## src/rtl/vga_timing_pkg.sv

```systemverilog
// Shared 640x480@60 Hz VGA timing constants.
package vga_timing_pkg;

    localparam int unsigned CNT_W   = 10;
    localparam int unsigned FCNT_W  = 8;

    localparam int unsigned H_VISIBLE = 640;
    localparam int unsigned H_FP      = 16;
    localparam int unsigned H_SYNC    = 96;
    localparam int unsigned H_BP      = 48;
    localparam int unsigned H_TOTAL   = H_VISIBLE + H_FP + H_SYNC + H_BP;

    localparam int unsigned V_VISIBLE = 480;
    localparam int unsigned V_FP      = 10;
    localparam int unsigned V_SYNC    = 2;
    localparam int unsigned V_BP      = 33;
    localparam int unsigned V_TOTAL   = V_VISIBLE + V_FP + V_SYNC + V_BP;

    // Inclusive sync windows: 656..751 and 490..491.
    localparam int unsigned H_SYNC_START = H_VISIBLE + H_FP;
    localparam int unsigned H_SYNC_END   = H_SYNC_START + H_SYNC - 1;
    localparam int unsigned V_SYNC_START = V_VISIBLE + V_FP;
    localparam int unsigned V_SYNC_END   = V_SYNC_START + V_SYNC - 1;

endpackage

```

## src/rtl/pix_tick_div.sv

```systemverilog
// System-clock to pixel-clock divider; pix_tick marks the last clk of each pixel.
module pix_tick_div #(
    parameter int unsigned CLK_DIV = 4
) (
    input  logic clk,
    input  logic rst_n,
    output logic pix_tick
);

    localparam int unsigned DIV_W = (CLK_DIV > 1) ? $clog2(CLK_DIV) : 1;
    localparam logic [DIV_W-1:0] DIV_LAST = DIV_W'(CLK_DIV - 1);

    logic [DIV_W-1:0] div;

    // Free-running modulo-CLK_DIV counter.
    always_ff @(posedge clk or negedge rst_n) begin
        if (!rst_n) begin
            div <= '0;
        end else if (div == DIV_LAST) begin
            div <= '0;
        end else begin
            div <= div + DIV_W'(1);
        end
    end

    assign pix_tick = (div == DIV_LAST);

endmodule

```

## src/rtl/vga_timing_gen.sv

```systemverilog
// VGA raster counters, sync/visible decode, frame tick and scroll strobe.
// Timing parameters default to 640x480@60; smaller rasters are allowed for bring-up.
module vga_timing_gen
    import vga_timing_pkg::*;
#(
    parameter int unsigned CLK_DIV       = 4,
    parameter int unsigned SCROLL_FRAMES = 1,
    parameter int unsigned H_ACTIVE      = H_VISIBLE,
    parameter int unsigned H_FRONT       = H_FP,
    parameter int unsigned H_PULSE       = H_SYNC,
    parameter int unsigned H_BACK        = H_BP,
    parameter int unsigned V_ACTIVE      = V_VISIBLE,
    parameter int unsigned V_FRONT       = V_FP,
    parameter int unsigned V_PULSE       = V_SYNC,
    parameter int unsigned V_BACK        = V_BP
) (
    input  logic             clk,
    input  logic             rst_n,
    input  logic             scroll_run,
    output logic             pix_tick,
    output logic [CNT_W-1:0] h_cnt,
    output logic [CNT_W-1:0] v_cnt,
    output logic             valid,
    output logic             hsync,
    output logic             vsync,
    output logic             frame_tick,
    output logic             scroll_en
);

    localparam int unsigned H_LAST   = H_ACTIVE + H_FRONT + H_PULSE + H_BACK - 1;
    localparam int unsigned V_LAST   = V_ACTIVE + V_FRONT + V_PULSE + V_BACK - 1;
    localparam int unsigned HS_START = H_ACTIVE + H_FRONT;
    localparam int unsigned HS_END   = HS_START + H_PULSE - 1;
    localparam int unsigned VS_START = V_ACTIVE + V_FRONT;
    localparam int unsigned VS_END   = VS_START + V_PULSE - 1;

    localparam logic [FCNT_W-1:0] FCNT_LAST = FCNT_W'(SCROLL_FRAMES - 1);

    logic              h_last;
    logic              v_last;
    logic              line_wrap;
    logic              frame_wrap;
    logic [FCNT_W-1:0] fcnt;

    pix_tick_div #(
        .CLK_DIV (CLK_DIV)
    ) u_div (
        .clk      (clk),
        .rst_n    (rst_n),
        .pix_tick (pix_tick)
    );

    assign h_last     = (h_cnt == CNT_W'(H_LAST));
    assign v_last     = (v_cnt == CNT_W'(V_LAST));
    assign line_wrap  = pix_tick && h_last;
    assign frame_wrap = line_wrap && v_last;

    // Horizontal counter advances once per pixel.
    always_ff @(posedge clk or negedge rst_n) begin
        if (!rst_n) begin
            h_cnt <= '0;
        end else if (pix_tick) begin
            h_cnt <= h_last ? '0 : h_cnt + CNT_W'(1);
        end
    end

    // Vertical counter advances on each horizontal wrap.
    always_ff @(posedge clk or negedge rst_n) begin
        if (!rst_n) begin
            v_cnt <= '0;
        end else if (line_wrap) begin
            v_cnt <= v_last ? '0 : v_cnt + CNT_W'(1);
        end
    end

    // Frame tick and scroll strobe land in the first clk at (0,0); scroll_run is sampled on the wrap edge.
    always_ff @(posedge clk or negedge rst_n) begin
        if (!rst_n) begin
            frame_tick <= 1'b0;
            scroll_en  <= 1'b0;
            fcnt       <= '0;
        end else begin
            frame_tick <= frame_wrap;
            scroll_en  <= frame_wrap && scroll_run && (fcnt == FCNT_LAST);
            if (frame_wrap && scroll_run) begin
                fcnt <= (fcnt == FCNT_LAST) ? '0 : fcnt + FCNT_W'(1);
            end
        end
    end

    assign valid = (h_cnt < CNT_W'(H_ACTIVE)) && (v_cnt < CNT_W'(V_ACTIVE));
    assign hsync = !((h_cnt >= CNT_W'(HS_START)) && (h_cnt <= CNT_W'(HS_END)));
    assign vsync = !((v_cnt >= CNT_W'(VS_START)) && (v_cnt <= CNT_W'(VS_END)));

endmodule

```

## config.mk

```make
export PLATFORM = sky130hd
export DESIGN_NAME = vga_timing_gen
export DESIGN_NICKNAME = d
export VERILOG_FILES = /design/src/rtl/vga_timing_pkg.sv /design/src/rtl/pix_tick_div.sv /design/src/rtl/vga_timing_gen.sv
export SDC_FILE = /design/constraint.sdc
export NUM_CORES = 1
export LEC_CHECK = 0
export ABC_CLOCK_PERIOD_IN_PS = 1800
export CELL_PAD_IN_SITES_DETAIL_PLACEMENT = 1
export CELL_PAD_IN_SITES_GLOBAL_PLACEMENT = 1
export CORE_MARGIN = 3
export CORE_UTILIZATION = 38
export CTS_BUF_LIST = sky130_fd_sc_hd__clkbuf_8
export CTS_CLUSTER_SIZE = 8
export DETAILED_ROUTE_END_ITERATION = 12
export PLACE_DENSITY_LB_ADDON = 0.25
export SLEW_MARGIN = 20
export SYNTH_ARGS = -nofsm -noshare
export SYNTH_HDL_FRONTEND = slang
export SYNTH_SLANG_ARGS = --single-unit
```

## constraint.sdc

```tcl
create_clock -name clk -period 1.8 [get_ports clk]
set_input_delay 0.18 -clock clk [delete_from_list [all_inputs] [get_ports clk]]
set_output_delay 0.18 -clock clk [all_outputs]
set_load 0.02 [all_outputs]
```

==> results.yml <==
outcome:
  outcome: "completed"
routing:
  ant_nets: 0
  drc_errors: 0
  drt_wl_total_um: 4660
  drt_iter0_drc: 50
  viasPerCell: 5.20
  firstDrtPassIters: 4
  wl_per_cell_um: 16.7
  dr_total_vias: 1450
floorplan:
  die_width_um: 72.8
  ios: 29
  core.rowCount: 23
  start_util_pct: 40.9
  dieArea_um2: 5300
  fp.dieH_um: 72.8
  core_area_um2: 4140
pwr:
  p_per_area_nw_per_um2: 535
  seq_power_share_pct: 56.2
  p_int_uw: 984
  clkPwrFrac_pct: 42.1
  swShare_pct: 23.1
  p_leak_uw: 0.00112
  vdd_drop_max_mv: 0.341
  finalPower_uw: 1280
  pwr-share-comb_pct: 1.7
  power.switching_uw: 295
clocking:
  cts_tree: "done"
  htreeDepth: 2
  cts_root_buffer: "clkbuf_8"
  clkLatencyLatePin_ns: 0.29
  cts_sinks: 32
  clk_pin_slew_ns: 0.07
  clock_path_buffers: 2
  cts_buffers: 5
  ctsHoldBuffers: 0
place:
  place_congestion: 0.828
  place_ws_ns: -0.00726
  place_hpwl_um: 3350
  io_buffers: 28
  place_area_um2: 2250
yosys:
  syn_avg_cell_area_um2: 10.4
  yosysWarnings: 0
  synth.yosys.seq_area_share_pct: 47.2
  syn_nets: 174
  synth_area_um2: 1700
  synthDistinctLibCells: 37
  ys_seq_elements: 32
  syn-instance-count: 163
setup_path:
  arrival_ns: 1.96
  worstPathRequired_ns: 1.98
  end_kind: "flop"
  crit_fanout: 5
  start_kind: "flop"
  worst-setup-path-type: "flop to flop"
finish:
  post-route-util_pct: 57.7
  finalInstanceArea_um2: 2390
  regArea_um2: 810
  multi_input_area_um2: 878
  antenna_cells: 0
  nets: 239
  nFillCells: 472
  area_growth_pct: 41.0
  layout-drive-gt1-share_pct: 30.6
grt:
  overflow: 0
  grt_start_max_net_pins: 33
  grt_pass1_wl_um: 7880
  grt_util_all_layers_pct: 19.4
  antenna_found_initial: 0
  grt_pass1_vias: 1573
timing:
  fin_crit_sh_pct: 98.9
  slew_viol_final: 0
  final-hold-violation-count: 0
  finClkSkew_ns: 0.00513
  max_freq_ghz: 0.562
  min_period_ns: 1.78
  rsz0062_at_grt: "yes"
  fin_ws_ns: 0.0207
  worst_slew_pin_slew_ns: 0.416
  tns_ns: 0
  max_slew_margin_pct: 72.2
  setup_viol: 0
flow_run:
  maxCapViolCount: 0
worst_hold_path:
  hp-class: "input pin to async pin"
per-stage QoR:
| stage | std cells | hold slack (ns) |
|---|---|---|
| 6_report | 279 | 0.291 |
| 5_1_grt | 279 | 0.319 |
| 4_1_cts | 275 | 0.312 |
| 3_5_place_dp | 266 | 0.471 |
| 3_3_place_gp | 266 | 0.458 |
| 2_1_floorplan | 163 | -0.116 |
layout by cell type, fill, tap and decap left out, drive strengths merged, types with 8 or more instances in the layout:
| cell type | n |
|---|---|
| dfrtp | 32 |
| xnor2 | 9 |
| clkdlybuf4s50 | 24 |
| nor2 | 16 |
| nand2 | 16 |
| o21ai | 9 |
| ha | 8 |
| inv | 13 |
| nand3 | 13 |
| xor2 | 9 |
| buf | 36 |
| nand4 | 8 |
final timing paths:
| kind | slack, ns | end | from | depth (start not counted) |
|---|---|---|---|---|
| min | 0.29 | fcnt[7] | rst_n | 2 |
| max in group asynchronous | 1.18 | v_cnt[1] | rst_n | 2 |
| max | 0.02 | v_cnt[9] | v_cnt[5] | 6 |
| max reg2reg | 0.02 | v_cnt[9] | v_cnt[5] | 6 |
| min reg2reg | 0.48 | u_div.div[0] | u_div.div[0] | 1 |
| min in group clk | 0.48 | u_div.div[0] | u_div.div[0] | 1 |
per-layer routing:
layer / GRT usage [%] / routed length [um]
met1: 24.1 / 1990
met2: 32.2 / 2330
met3: 5.10 / 225
met4: 7.58 / 114
met5: 0 / 0
final cells by class:
cell class / count / area share [%]
flip-flops and latches: 32 / 33.8
well taps: 50 / 2.62
inverters: 11 / 1.73
clock inverters: 3 / 0.523
repair buffers: 62 / 21.7
multi-input cells: 116 / 36.7
clock buffers: 5 / 2.88
synthesized netlist by cell type:
cell / number / share of area, %
o21ai_0: 8 / 2.4
dfrtp_1: 32 / 47
and3_1: 2 / 0.74
nand3_1: 11 / 3.2
buf_6: 1 / 0.66
buf_2: 1 / 0.29
nor3_1: 2 / 0.59
a31o_1: 1 / 0.52
or3_4: 1 / 0.66
nand2_1: 15 / 3.3
nor4b_1: 1 / 0.52
nor3_2: 4 / 2.4
xnor2_1: 9 / 4.6
nand3_4: 1 / 1.0
nor4_4: 2 / 2.5
nor2_1: 16 / 3.5
o211ai_1: 1 / 0.44
nor4_1: 1 / 0.37
and2_1: 3 / 1.1
xor2_1: 9 / 4.6
or3_1: 1 / 0.37
nand2_2: 1 / 0.37
o21ai_1: 1 / 0.29
and4_4: 1 / 0.66
inv_1: 11 / 2.4
mux2_2: 1 / 0.66
nor4b_4: 1 / 1.4
ha_1: 8 / 5.9
a22o_1: 1 / 0.52
mux2i_1: 1 / 0.59
a21oi_1: 1 / 0.29
nand4_1: 8 / 2.9
nand3_2: 1 / 0.59
or4_1: 1 / 0.44
a211oi_1: 1 / 0.44
buf_4: 2 / 0.88
a21boi_0: 1 / 0.44
state kept, by name, summed over array words and instances (netlist names):
signal and flops:
u_div.div 2, h_cnt 10, frame_tick 1, v_cnt 10, scroll_en 1, fcnt 8
kinds of logic after synthesis:
family,share of synthesized area (%)
muxes,1.25
AOI/OAI and AO/OA,5.31
and+or+nand+nor,26.8
DFF,47.2
xor gates and xnor gates,9.29
adders and majority gates,5.90
buffers and inverters,4.28
critical path: stages, from the launching register on:
cell	delay [ns]
dfrtp_2	0.40
or3_4	0.39
nor4_4	0.23
buf_4	0.20
and2_1	0.21
a211oi_2	0.05
a31o_1	0.20
what timing repair did:
action / in CTS / in global routing
buffers inserted: 1 / 4
setup endpoints to repair: 7 / 10
pin swaps: 1 / 7
resized for setup: 12 / 11
gates cloned: 0 / 0
power by group through the flow:
stage | Sequential, uW | Combinational, uW | Clock [uW]
after detailed placement | 732 | 22.9 | 0
after CTS | 719 | 23.0 | 550
after global placement | 732 | 22.6 | 0
final | 719 | 21.4 | 539
after floorplan | 733 | 0.202 | 0
after global routing | 718 | 24.7 | 595
(Power assumes the default switching activity.)
